$ cat config.mk
export PLATFORM = sky130hd
export DESIGN_NAME = hub75_fb_writer
export DESIGN_NICKNAME = d
export VERILOG_FILES = /design/src/rtl/hub75_fb_writer_pkg.sv /design/src/rtl/hub75_fb_writer_addr_cnt.sv /design/src/rtl/hub75_fb_writer.sv
export SDC_FILE = /design/constraint.sdc
export NUM_CORES = 1
export LEC_CHECK = 0
export BUFFER_PORTS_ARGS = -buffer_cell sky130_fd_sc_hd__buf_2
export CAP_MARGIN = 15
export CORE_UTILIZATION = 50
export CTS_CLUSTER_SIZE = 10
export DETAILED_ROUTE_END_ITERATION = 8
export GPL_TIMING_DRIVEN = 0
export PLACE_DENSITY_LB_ADDON = 0.08
export SYNTH_ARGS = -nofsm -noshare
export SYNTH_HDL_FRONTEND = slang
export SYNTH_HIERARCHICAL = 1
export SYNTH_SLANG_ARGS = --single-unit
export TNS_END_PERCENT = 20
$ cat constraint.sdc
create_clock -name clk -period 2.5 [get_ports clk]
set_clock_uncertainty 0.15 [all_clocks]
set_input_delay 0.25 -clock clk [delete_from_list [all_inputs] [get_ports clk]]
set_output_delay 0.25 -clock clk [all_outputs]
set_load 0.02 [all_outputs]
$ cat src/rtl/hub75_fb_writer_pkg.sv
// Shared definitions for the HUB75 frame-buffer write sequencer: FSM state encoding and
// default geometry (pixel width = N_CHANS * N_PLANES).
package hub75_fb_writer_pkg;

    typedef enum logic [2:0] {
        ST_FILL     = 3'd0,
        ST_WAIT_ROW = 3'd1,
        ST_STORE    = 3'd2,
        ST_WAIT_FRM = 3'd3,
        ST_SWAP     = 3'd4
    } state_t;

    localparam int DEF_N_BANKS  = 2;
    localparam int DEF_N_ROWS   = 32;
    localparam int DEF_N_COLS   = 64;
    localparam int DEF_N_CHANS  = 3;
    localparam int DEF_N_PLANES = 8;
    localparam int DEF_PIXEL_W  = DEF_N_CHANS * DEF_N_PLANES;

endpackage

$ cat src/rtl/hub75_fb_writer_addr_cnt.sv
// Cascaded col -> row -> bank raster counter; all dimensions must be powers of two so
// that every level wraps by natural overflow.
module hub75_fb_writer_addr_cnt
    import hub75_fb_writer_pkg::*;
#(
    parameter int N_BANKS     = DEF_N_BANKS,
    parameter int N_ROWS      = DEF_N_ROWS,
    parameter int N_COLS      = DEF_N_COLS,
    parameter int LOG_N_BANKS = $clog2(N_BANKS),
    parameter int LOG_N_ROWS  = $clog2(N_ROWS),
    parameter int LOG_N_COLS  = $clog2(N_COLS)
) (
    input  logic                   clk,
    input  logic                   rst,
    input  logic                   i_clear,
    input  logic                   i_col_inc,
    input  logic                   i_row_inc,
    output logic [LOG_N_COLS-1:0]  o_col,
    output logic [LOG_N_ROWS-1:0]  o_row,
    output logic [LOG_N_BANKS-1:0] o_bank,
    output logic                   o_col_last,
    output logic                   o_frame_last
);

    logic [LOG_N_COLS-1:0]  r_col;
    logic [LOG_N_ROWS-1:0]  r_row;
    logic [LOG_N_BANKS-1:0] r_bank;
    logic                   w_row_last;

    assign w_row_last   = (r_row == LOG_N_ROWS'(N_ROWS - 1));
    assign o_col_last   = (r_col == LOG_N_COLS'(N_COLS - 1));
    assign o_frame_last = w_row_last && (r_bank == LOG_N_BANKS'(N_BANKS - 1));
    assign o_col        = r_col;
    assign o_row        = r_row;
    assign o_bank       = r_bank;

    // NOTE: sequential state uses non-blocking assignments so every flop samples pre-edge values.
    always_ff @(posedge clk or posedge rst) begin
        if (rst) begin
            r_col  <= '0;
            r_row  <= '0;
            r_bank <= '0;
        end else if (i_clear) begin
            r_col  <= '0;
            r_row  <= '0;
            r_bank <= '0;
        end else begin
            if (i_col_inc)
                r_col <= r_col + 1'b1;
            if (i_row_inc) begin
                r_row <= r_row + 1'b1;
                if (w_row_last)
                    r_bank <= r_bank + 1'b1;
            end
        end
    end

endmodule

$ cat src/rtl/hub75_fb_writer.sv
// HUB75 frame-buffer write sequencer: streams raster pixels into the line buffer, stores
// each row, then swaps frame halves. Option: HUB75_FBW_VSYNC_EN gates the swap on swap_ok.
module hub75_fb_writer
    import hub75_fb_writer_pkg::*;
#(
    parameter int N_BANKS     = DEF_N_BANKS,
    parameter int N_ROWS      = DEF_N_ROWS,
    parameter int N_COLS      = DEF_N_COLS,
    parameter int N_CHANS     = DEF_N_CHANS,
    parameter int N_PLANES    = DEF_N_PLANES,
    parameter int LOG_N_BANKS = $clog2(N_BANKS),
    parameter int LOG_N_ROWS  = $clog2(N_ROWS),
    parameter int LOG_N_COLS  = $clog2(N_COLS)
) (
    input  logic                          clk,
    input  logic                          rst,
`ifdef HUB75_FBW_VSYNC_EN
    input  logic                          swap_ok,
`endif
    input  logic [N_CHANS*N_PLANES-1:0]   in_data,
    input  logic                          in_valid,
    output logic                          in_ready,
    output logic [LOG_N_BANKS-1:0]        wr_bank_addr,
    output logic [LOG_N_ROWS-1:0]         wr_row_addr,
    output logic                          wr_row_store,
    input  logic                          wr_row_rdy,
    output logic                          wr_row_swap,
    output logic [N_CHANS*N_PLANES-1:0]   wr_data,
    output logic [LOG_N_COLS-1:0]         wr_col_addr,
    output logic                          wr_en,
    output logic                          frame_swap,
    output logic                          frame_done,
    output logic                          busy
);

    localparam int PIXEL_W = N_CHANS * N_PLANES;

    state_t                 r_state, w_next;
    logic                   r_hold;
    logic                   r_wr_en;
    logic [PIXEL_W-1:0]     r_wr_data;
    logic [LOG_N_COLS-1:0]  r_wr_col;
    logic [LOG_N_BANKS-1:0] r_bank_addr;
    logic [LOG_N_ROWS-1:0]  r_row_addr;
    logic                   w_accept, w_row_inc, w_clear, w_swap_ok;
    logic                   w_col_last, w_frame_last;
    logic [LOG_N_COLS-1:0]  w_col;
    logic [LOG_N_ROWS-1:0]  w_row;
    logic [LOG_N_BANKS-1:0] w_bank;

    hub75_fb_writer_addr_cnt #(
        .N_BANKS(N_BANKS), .N_ROWS(N_ROWS), .N_COLS(N_COLS),
        .LOG_N_BANKS(LOG_N_BANKS), .LOG_N_ROWS(LOG_N_ROWS), .LOG_N_COLS(LOG_N_COLS)
    ) u_addr_cnt (
        .clk          (clk),
        .rst          (rst),
        .i_clear      (w_clear),
        .i_col_inc    (w_accept),
        .i_row_inc    (w_row_inc),
        .o_col        (w_col),
        .o_row        (w_row),
        .o_bank       (w_bank),
        .o_col_last   (w_col_last),
        .o_frame_last (w_frame_last)
    );

    // in_ready is gated by rst directly so the source never sees a handshake during reset.
    assign in_ready = (r_state == ST_FILL) && !rst;
    assign w_accept = in_valid && in_ready;

`ifdef HUB75_FBW_VSYNC_EN
    logic r_swap_seen;

    // Sticky from the last store cycle onward; a pulse during fill belongs to an earlier frame.
    always_ff @(posedge clk or posedge rst) begin
        if (rst)
            r_swap_seen <= 1'b0;
        else if (r_state == ST_SWAP)
            r_swap_seen <= 1'b0;
        else if (swap_ok && (r_state == ST_WAIT_FRM || (r_state == ST_STORE && w_frame_last)))
            r_swap_seen <= 1'b1;
    end

    assign w_swap_ok = r_swap_seen || (swap_ok && r_state == ST_WAIT_FRM);
`else
    assign w_swap_ok = 1'b1;
`endif

    // NOTE: every always_comb output gets a default first, so no path can infer a latch.
    always_comb begin
        w_next    = r_state;
        w_row_inc = 1'b0;
        w_clear   = 1'b0;
        case (r_state)
            ST_FILL:     if (w_accept && w_col_last) w_next = ST_WAIT_ROW;
            ST_WAIT_ROW: if (wr_row_rdy && !r_hold && !r_wr_en) w_next = ST_STORE;
            ST_STORE: begin
                w_row_inc = 1'b1;
                w_next    = w_frame_last ? ST_WAIT_FRM : ST_FILL;
            end
            ST_WAIT_FRM: if (wr_row_rdy && !r_hold && w_swap_ok) w_next = ST_SWAP;
            ST_SWAP: begin
                w_clear = 1'b1;
                w_next  = ST_FILL;
            end
            default:     w_next = ST_FILL;
        endcase
    end

    always_ff @(posedge clk or posedge rst) begin
        if (rst) begin
            r_state     <= ST_FILL;
            r_hold      <= 1'b0;
            r_wr_en     <= 1'b0;
            r_wr_data   <= '0;
            r_wr_col    <= '0;
            r_bank_addr <= '0;
            r_row_addr  <= '0;
        end else begin
            r_state <= w_next;
            // The frame buffer's pending flag lags our store pulse by one cycle.
            r_hold  <= (r_state == ST_STORE);
            r_wr_en <= w_accept;
            if (w_accept) begin
                r_wr_data <= in_data;
                r_wr_col  <= w_col;
            end
            if (r_state == ST_WAIT_ROW && w_next == ST_STORE) begin
                r_bank_addr <= w_bank;
                r_row_addr  <= w_row;
            end
        end
    end

    assign wr_en        = r_wr_en;
    assign wr_data      = r_wr_data;
    assign wr_col_addr  = r_wr_col;
    assign wr_bank_addr = r_bank_addr;
    assign wr_row_addr  = r_row_addr;
    assign wr_row_store = (r_state == ST_STORE);
    assign wr_row_swap  = (r_state == ST_STORE);
    assign frame_swap   = (r_state == ST_SWAP);
    assign frame_done   = (r_state == ST_SWAP);
    assign busy         = !(r_state == ST_FILL && w_col == '0 && w_row == '0 && w_bank == '0);

endmodule
==> summary.md <==
| Metric | Value |
|---|---|
| Ys async rst share | `1.00` |
| Cell total after placement | `about 280` |
| CTS buffer count | `5` |
| LEAKAGE | `approximately 1.4 nW` |
| Htree depth | `2` |
| Gr usage total | `0.204` |
| Combinational share of power | `0.241` |
| Vias per Instance | `5.30` |
| Routed len/inst | `14.9 µm` |
| Setup TNS | `0 ns` |
| Worst setup margin | `0.229 ns` |
| Most used DFF post-synth | `dfrtp_1` |
| Die Y | `68.8 µm` |
| Post-CTS Repair Setup Buffers | `0` |
| Vias in the first global route | `1551` |
| CTS tree | `done` |
| CTS Buffer Depth | `2` |
| Rel. slew slack | `0.449` |
| CTS sink cnt | `53` |
| Critical path's top delay family | `buffers and inverters` |
| Pwr dens | `~780 nW/µm²` |
| Crit Path Category | `in -> reg` |
| Worst setup startpoint | `rst` |
| Hold slack final | `0.0230 ns` |
| Total die area | `4730 µm²` |
| Endpoints failing setup | `0` |
| Worst min-delay path class | `in -> reg` |
| Drt first-iter violations | `79` |
| Die Wd | `68.8 µm` |
| Final period util | `0.908` |
| Post-Syn Nets | `193` |
| Clock-pin slew on the worst setup and hold paths | `around 0.090 ns` |
| CP max stage cell | `dlygate4sd3_1` |
| Layout cells sized above 1 | `0.527` |
| FF+latch count, synth | `53` |
| Area leader, netlist | `dfrtp_1` |
| Seq pwr share | `0.524` |
| Routed WL | `4.34 mm` |
| Largest net degree at the start of global routing | `42` |
| End of the worst register-to-register path | `u_addr_cnt/o_col[5]` |
| Unique masters post-synth | `30` |
| RSZ-0062 raised after global routing | `false` |
| Design area | `between 2000 and 3000 µm²` |
| Row count | `23` |
| Endpoints failing hold | `0` |
| Worst Path Buf+Inv | `5` |
| Slowest stage delay, CP | `roughly 0.53 ns` |
| Number of cells on the critical path | `10` |
| Most frequent cells after synthesis | `dfrtp_1, mux2_2, nor2_1` |
| Via count | `roughly 1500` |
| Arr. time, crit path | `2.35 ns` |
| Drt first pass iters | `4` |
| Gp weighted congestion | `about 0.73` |
| First-pass GRT wire length | `6.91 mm` |
| Clock power frac | `0.236` |
| Seq/Total Area, Yosys | `0.595` |
| Mapped cell area | `between 2000 and 2500 µm²` |
| Antenna violations before repair | `0` |
| Pint | `1.48 mW` |
| Critical Path Sink | `u_addr_cnt/o_col[5]` |
| Dpl cell area | `around 2600 µm²` |
| Switching share of power | `0.312` |
| NumNets Final | `271` |
| Initial Utilization | `0.538` |
| Status | `finished clean` |
| Root Buffer | `clkbuf_8` |
| Min cycle time layout | `~2.3 ns` |
| P_sw | `672 µW` |
| Finished Layout Cells | `291` |
| Tightest Pin Transition | `0.825 ns` |
| FMAX | `between 400 and 500 MHz` |
| P&R area growth vs syn | `23.5%` |
| Worst setup SP type | `primary input` |
| Max-cap viol count | `0` |
| Clk Latency, worst-skew pair | `0.30 ns` |
| Final Max Slew Viols | `0` |
| R2R depth | `8` |
| Post-route ant nets | `0` |
| R2r startpoint | `r_state[0]` |
| VDD IR-drop max | `425 µV` |
| # IOs | `71` |
| Crit. End Element | `flop` |
| N_diodes | `0` |
| EDFF count, synth | `0` |
| Crit-path max FO | `10` |
| Reg-to-reg setup timing slack | `0.24 ns` |
| Final Total Pwr | `about 2.2 mW` |
| Yosys top cell area share | `0.595` |
| Port bufs | `70` |
| Post-Place Worst Slack | `around 0.27 ns` |
| Core Area | `4140 µm²` |
| DRC Markers | `0` |
| Post-Syn Instances | `162` |
| Hold Crit Depth | `2` |
| Top cells by area in the synthesized netlist | `dfrtp_1, mux2_2, mux2_4` |
| Core Util, Final | `0.664` |
| Top-count cell post-synth | `dfrtp_1` |
| Syn Area/Cell | `13.8 µm²` |
| Worst-path cell chain | `dlygate4sd3_1, buf_2, nor4_2, nand2_2, buf_6, inv_1, buf_4, nand3_1, or3_1, a21oi_1` |
| Grt total ovfl | `0` |
| Warnings from Yosys | `6` |
| Worst path required time | `2.58 ns` |
| Post-DP HPWL | `3.33 mm` |
[power groups by stage]
stage               registers, mW  clock network (mW)  logic (mW)
floorplan                    1.25                   0       0.221
global placement             1.13                   0       0.507
detailed placement           1.15                   0       0.524
CTS                          1.13               0.521       0.526
global route                 1.15               0.553       0.565
finish                       1.13               0.507       0.518
[how the worst min path moves through the flow]
stage | from | to
CTS | in_data[5] | wr_data[5]
global placement | rst | u_addr_cnt/o_row[0]
detailed placement | rst | u_addr_cnt/o_row[0]
global route | in_data[5] | wr_data[5]
finish | in_data[5] | wr_data[5]
floorplan | rst | u_addr_cnt/o_bank
[cells by family (layout without fill, tap and decap cells)]
family / count (synthesis) / in the layout / synth area share
buffers and inverters: 14 / 93 / 0.0427
AND/OR/NAND/NOR: 41 / 41 / 0.0960
AO/OA/AOI/OAI: 4 / 4 / 0.0123
multiplexers: 39 / 39 / 0.206
XOR/XNOR: 8 / 8 / 0.0314
flip-flops: 53 / 53 / 0.595
adder cells (fa/ha/maj): 3 / 3 / 0.0168
[state kept, by name (all words and copies together) (netlist names)]
name	cells
wr_data	24
u_addr_cnt/o_col	6
wr_col_addr	6
u_addr_cnt/o_row	5
wr_row_addr	5
r_state	3
r_hold	1
u_addr_cnt/o_bank	1
wr_bank_addr	1
wr_en	1
[routing by layer]
layer / share of wire / track usage / vias up
li1: - / - / 709
met1: 0.39 / 0.221 / 768
met2: 0.54 / 0.382 / 57
met3: 0.057 / 0.0526 / 8
met4: 0.014 / 0.0663 / 0
met5: 0 / 0 / -
[timing repair]
action	4_1_cts	5_1_grt
endpoints found under the hold margin	12	0
gates resized for setup	0	0
hold buffers	1	0
[cell usage in the layout (no fill, tap or decap), types with 2 or more instances in the layout]
cell type and count:
mux2_4 6, buf_6 4, buf_2 71, xor2_1 6
nand4_1 4, xnor2_1 2, nor3_1 2, mux2i_1 3
nor4_1 3, nand2_1 6, ha_1 3, nand3_1 3
inv_1 4, buf_4 3, dfrtp_1 53, mux2_2 30
nor2_1 15, clkbuf_8 7
[area by class of cell]
type                            count  area, µm²
Buffer                              9       76.3
Clock inverter                      1       5.00
Fill cell                         348       1390
Sequential cell                    53       1330
Timing Repair Buffer               71        360
Tap cell                           50       62.6
Clock buffer                        7       96.3
Inverter                            5       18.8
Multi-Input combinational cell     95        807
No activity file was read; power rests on OpenSTA's default activity.
